==> src/rtl/serial_sub.sv <==
// serial_sub: bit-serial a - b - bin, LSB first, one borrow flop,
// operands in and result out through valid/ready handshakes.
module serial_sub #(
  parameter int WIDTH = 8
) (
  input  logic             clk,
  input  logic             rst_n,
  input  logic             in_valid,
  output logic             in_ready,
  input  logic [WIDTH-1:0] a,
  input  logic [WIDTH-1:0] b,
  input  logic             bin,
  output logic             out_valid,
  input  logic             out_ready,
  output logic [WIDTH-1:0] diff,
  output logic             bout
);
  localparam int CW = $clog2(WIDTH);
  localparam logic [CW-1:0] LAST = CW'(WIDTH - 1);
  typedef enum logic [1:0] {IDLE, SHIFT, DONE} state_t;
  state_t state, state_nx;
  logic [WIDTH-1:0] sa, sb;
  logic [CW-1:0] cnt;
  logic br, rbit, br_nx;
  assign rbit  = sa[0] ^ sb[0] ^ br;
  assign br_nx = (~sa[0] & sb[0]) | (~sa[0] & br) | (sb[0] & br);
  always_comb begin
    state_nx = state;
    if (state == IDLE && in_valid && in_ready) state_nx = SHIFT;
    else if (state == SHIFT && cnt == LAST) state_nx = DONE;
    else if (state == DONE && out_ready) state_nx = IDLE;
  end
  always_ff @(posedge clk) state <= !rst_n ? IDLE : state_nx;
  // diff fills from the MSB end so the first (LSB) result bit lands in bit 0
  always_ff @(posedge clk) begin
    if (!rst_n) begin
      in_ready  <= 1'b0;
      out_valid <= 1'b0;
      diff      <= '0;
      bout      <= 1'b0;
      cnt       <= '0;
      br        <= 1'b0;
      sa        <= '0;
      sb        <= '0;
    end else begin
      case (state)
        IDLE: begin
          if (in_valid && in_ready) begin
            sa       <= a;
            sb       <= b;
            br       <= bin;
            cnt      <= '0;
            in_ready <= 1'b0;
          end else begin
            in_ready <= 1'b1;
          end
        end
        SHIFT: begin
          diff <= {rbit, diff[WIDTH-1:1]};
          br   <= br_nx;
          sa   <= sa >> 1;
          sb   <= sb >> 1;
          cnt  <= cnt + 1'b1;
          if (cnt == LAST) begin
            bout      <= br_nx;
            out_valid <= 1'b1;
          end
        end
        DONE: begin
          if (out_ready) begin
            out_valid <= 1'b0;
            in_ready  <= 1'b1;
          end
        end
        default: ;
      endcase
    end
  end
endmodule

==> config.mk <==
export PLATFORM = sky130hd
export DESIGN_NAME = serial_sub
export DESIGN_NICKNAME = d
export VERILOG_FILES = /design/src/rtl/serial_sub.sv
export SDC_FILE = /design/constraint.sdc
export NUM_CORES = 1
export LEC_CHECK = 0
export BUFFER_PORTS_ARGS = -buffer_cell sky130_fd_sc_hd__buf_2
export CAP_MARGIN = 20
export CORE_ASPECT_RATIO = 0.9
export CORE_MARGIN = 10
export CORE_UTILIZATION = 55
export CTS_BUF_LIST = sky130_fd_sc_hd__clkbuf_8
export DETAILED_ROUTE_END_ITERATION = 8
export GPL_ROUTABILITY_DRIVEN = 1
export PLACE_DENSITY = 0.86
export SYNTH_ARGS = -nofsm -noshare
export SYNTH_HDL_FRONTEND = slang
export SYNTH_SLANG_ARGS = --single-unit
==> constraint.sdc <==
create_clock -name clk -period 2.4 [get_ports clk]
set_clock_uncertainty 0.15 [all_clocks]
set_input_delay 0.24 -clock clk [delete_from_list [all_inputs] [get_ports clk]]
set_output_delay 0.24 -clock clk [all_outputs]
set_load 0.005 [all_outputs]
==> impl_metrics.tcl <==
set metrics [dict create \
    netlist_top_cells_count "50 x nand2_1, 33 x dfxtp_1, 15 x a21oi_1, 15 x nor3_1, 8 x a311oi_2" \
    dpl_cell_area_sq_um 1620 \
    end_kind "flip-flop" \
    synth_edf_count 0 \
    antenna_found_initial 0 \
    path_class "flip-flop to flip-flop" \
    ys_warn_count 0 \
    routabilityCongestion 0.733 \
    power_mw 1.26 \
    hold_class "input port to flip-flop" \
    reg2reg_to "sb[4]$_SDFFE_PN0P_" \
    final-setup-viol-count 0 \
    yosys.area.top_type "dfxtp_1" \
    cts_tree "yes" \
    synth_nets 196 \
    ant_nets 0 \
    powerDensity_nw_per_um2 736 \
    htreeDepth 2 \
    yosysSeqAreaShare_pct 44.5 \
    relSlewSlack_pct 72.4 \
    finalCritPeriodShare_pct 76.3 \
    cts_hold_buf 0 \
    synthDistinctLibCells 26 \
    setup_slack_ns 0.569 \
    vias 1308 \
    required_ns 2.44 \
    synth_compound_area_share_pct 19.8 \
    finalInstanceArea_sq_um 1720 \
    path_clk_slew_ns 0.07 \
    synth-simple-area-share_pct 25.1 \
    worstSkewPairLatency_ns 0.29 \
    avgViaCountPerCell 5.71 \
    ios 32 \
    cap_violations 0 \
    grt_max_degree 44 \
    synth_top_family_by_area "simple AND/OR/NAND/NOR gates" \
    synthXorXnorAreaFrac_pct 0 \
    drc 0 \
    r2r-start "state[1]$_SDFFE_PP0P_" \
    drt-initial-drc-count 91 \
    fmax_mhz 546 \
    dp_slack_ns 0.589 \
    post-route-util_pct 68.4 \
    core.rowCount 17 \
    cts_max_path_buffers 2 \
    grt_usage_pct 14.6 \
    worstHoldPathCells 3 \
    seq_power_share_pct 48.5 \
    hold_viol_final 0 \
    slew_viol_final 0 \
    period_minus_slack_ns 1.83 \
    p_comb_share_pct 15.0 \
    coreArea_sq_um 2510 \
    io_buffers 31 \
    tightestPinTransition_ns 0.412 \
    start_util_pct 59.1 \
    rsz0062_at_grt "no" \
    syn_area_per_cell_sq_um 8.63 \
    wl_per_cell_microns 15.3 \
    antenna_cells 0 \
    cts_setup_buffers 0 \
    worstPathMaxFanout 17 \
    p_switching_uw 339 \
    yosys.area.top_type_share_pct 44.5 \
    synthFlopType "dfxtp_1" \
    synthesis.instances 172 \
    holdCritStartpoint "b[7]" \
    area_delta_synth_final_pct 15.8 \
    grt_pass1_wl_microns 6000 \
    grt.overflow.total 0 \
    worst_setup_path_start_kind "flip-flop" \
    clock-sinks 33 \
    drtPass1Iterations 4 \
    drive_gt1_share_pct 27.9 \
    synth_adder_area_share_pct 3.04 \
    synth_async_sr_flop_share_pct 0 \
    p_leak_nw 0.686 \
    post_cts_resized 0 \
    finalSetupTns_ns 0 \
    cts-root-buf "clkbuf_8" \
    ff2ff_path_depth 3 \
    hold_ws_ns 0.0428 \
    nNetsFinal 224 \
    clock_power_share_pct 36.5 \
    min_to "sb[7]$_SDFFE_PN0P_" \
    grt_pass1_vias 1282 \
    max_stage_delay_ns 0.48 \
    p_int_uw 926 \
    rrSetupSlack_ns 0.57 \
    arrival_ns 1.87 \
    synth.area.mux_share_pct 0 \
    dieArea_sq_um 5180 \
    instances_no_fill 229 \
    dp_hpwl_microns 2530 \
    critical_path.slowest_cell "dfxtp_1" \
    yosysMostFrequentCell "nand2_1" \
    synth_seq_cells 33 \
    synth_area_leaders "dfxtp_1 45%, nand2_1 13%, a311oi_2 8.1%, a21oi_1 5.1%, nor3_1 5.1%" \
    worst_ir_drop_vdd_uv 443 \
    path_cells "nand2b_1, nand2_2, a311oi_2" \
    status "complete, no violations" \
    die_y_microns 69.3 \
    synthesis.area_sq_um 1480 \
    die_w_microns 74.8 \
    placed_cells 221 \
    swShare_pct 26.8 \
    cts_inserted_buffers 5 \
    routed_wl_microns 3500 \
]
-- final cells by class --
type	instances	area [sq um]
clock buffer	7	96.3
clock inverter	1	5.00
fill	208	792
inverter	4	15.0
multi-input combinational	121	721
sequential	33	661
tap	28	35.0
timing repair buffer	35	185
-- registers in the layout, summed over array words and instances (netlist names) --
register and count:
in_ready 1, br 1, bout 1, out_valid 1, diff 8, sa 8
cnt 3, state 2, sb 8
-- cells by family (layout without fill, tap and decap cells) --
kind of cell               after synthesis  after routing
adders and majority gates                3              3
and+or+nand+nor                         81             81
DFF                                     33             33
AOI/OAI and AO/OA                       37             37
buffers and inverters                   18             47
-- critical path, delay by kind of cell, from the launching register on --
kind            cells  cell delay (ns)
simple gates        2             0.78
flops               1             0.48
compound gates      1             0.32
-- worst max-delay path by stage --
stage / cells after the start / end / from / slack (ns)
after floorplan: 5 / sb[1]$_SDFFE_PN0P_ / state[0]$_SDFFE_PN0P_ / 1.01
after global placement: 3 / sa[0]$_SDFFE_PN0P_ / state[1]$_SDFFE_PP0P_ / 0.71
after detailed placement: 3 / sa[0]$_SDFFE_PN0P_ / state[1]$_SDFFE_PP0P_ / 0.59
after CTS: 3 / sb[4]$_SDFFE_PN0P_ / state[1]$_SDFFE_PP0P_ / 0.58
after global routing: 3 / br$_SDFFE_PN0P_ / state[1]$_SDFFE_PP0P_ / 0.38
final: 3 / sb[4]$_SDFFE_PN0P_ / state[1]$_SDFFE_PP0P_ / 0.57
-- cell usage in the layout (no fill, tap or decap) --
master,n
clkinv_2,1
clkbuf_8,7
nor4bb_2,1
nor3_1,15
inv_1,4
a311oi_1,7
nand2_2,1
a21oi_1,15
buf_4,4
nand2_1,50
nand4bb_2,1
nor2_1,1
dfxtp_1,33
buf_2,31
nand2b_1,2
o21ai_0,4
nor3_2,1
nand3_1,6
and2b_1,1
or2b_1,1
a211oi_1,1
ha_1,2
a311oi_2,8
fa_1,1
nor2b_2,1
o21ai_1,2
-- per-layer routing --
layer / vias up / global-route usage, % / share of wire [%]
li1: 657 / - / -
met1: 602 / 16.5 / 39
met2: 35 / 23.5 / 53
met3: 14 / 3.85 / 5.1
met4: 0 / 8.75 / 3.4
met5: - / 0 / 0
-- power by group through the flow --
stage          Clock [mW]  Sequential [mW]  Combinational [mW]
6_report            0.461            0.614               0.190
3_5_place_dp            0            0.625               0.191
2_1_floorplan           0            0.618               0.155
4_1_cts             0.466            0.614               0.191
3_3_place_gp            0            0.621               0.179
5_1_grt             0.498            0.618               0.213
No activity file was read; power rests on OpenSTA's default activity.
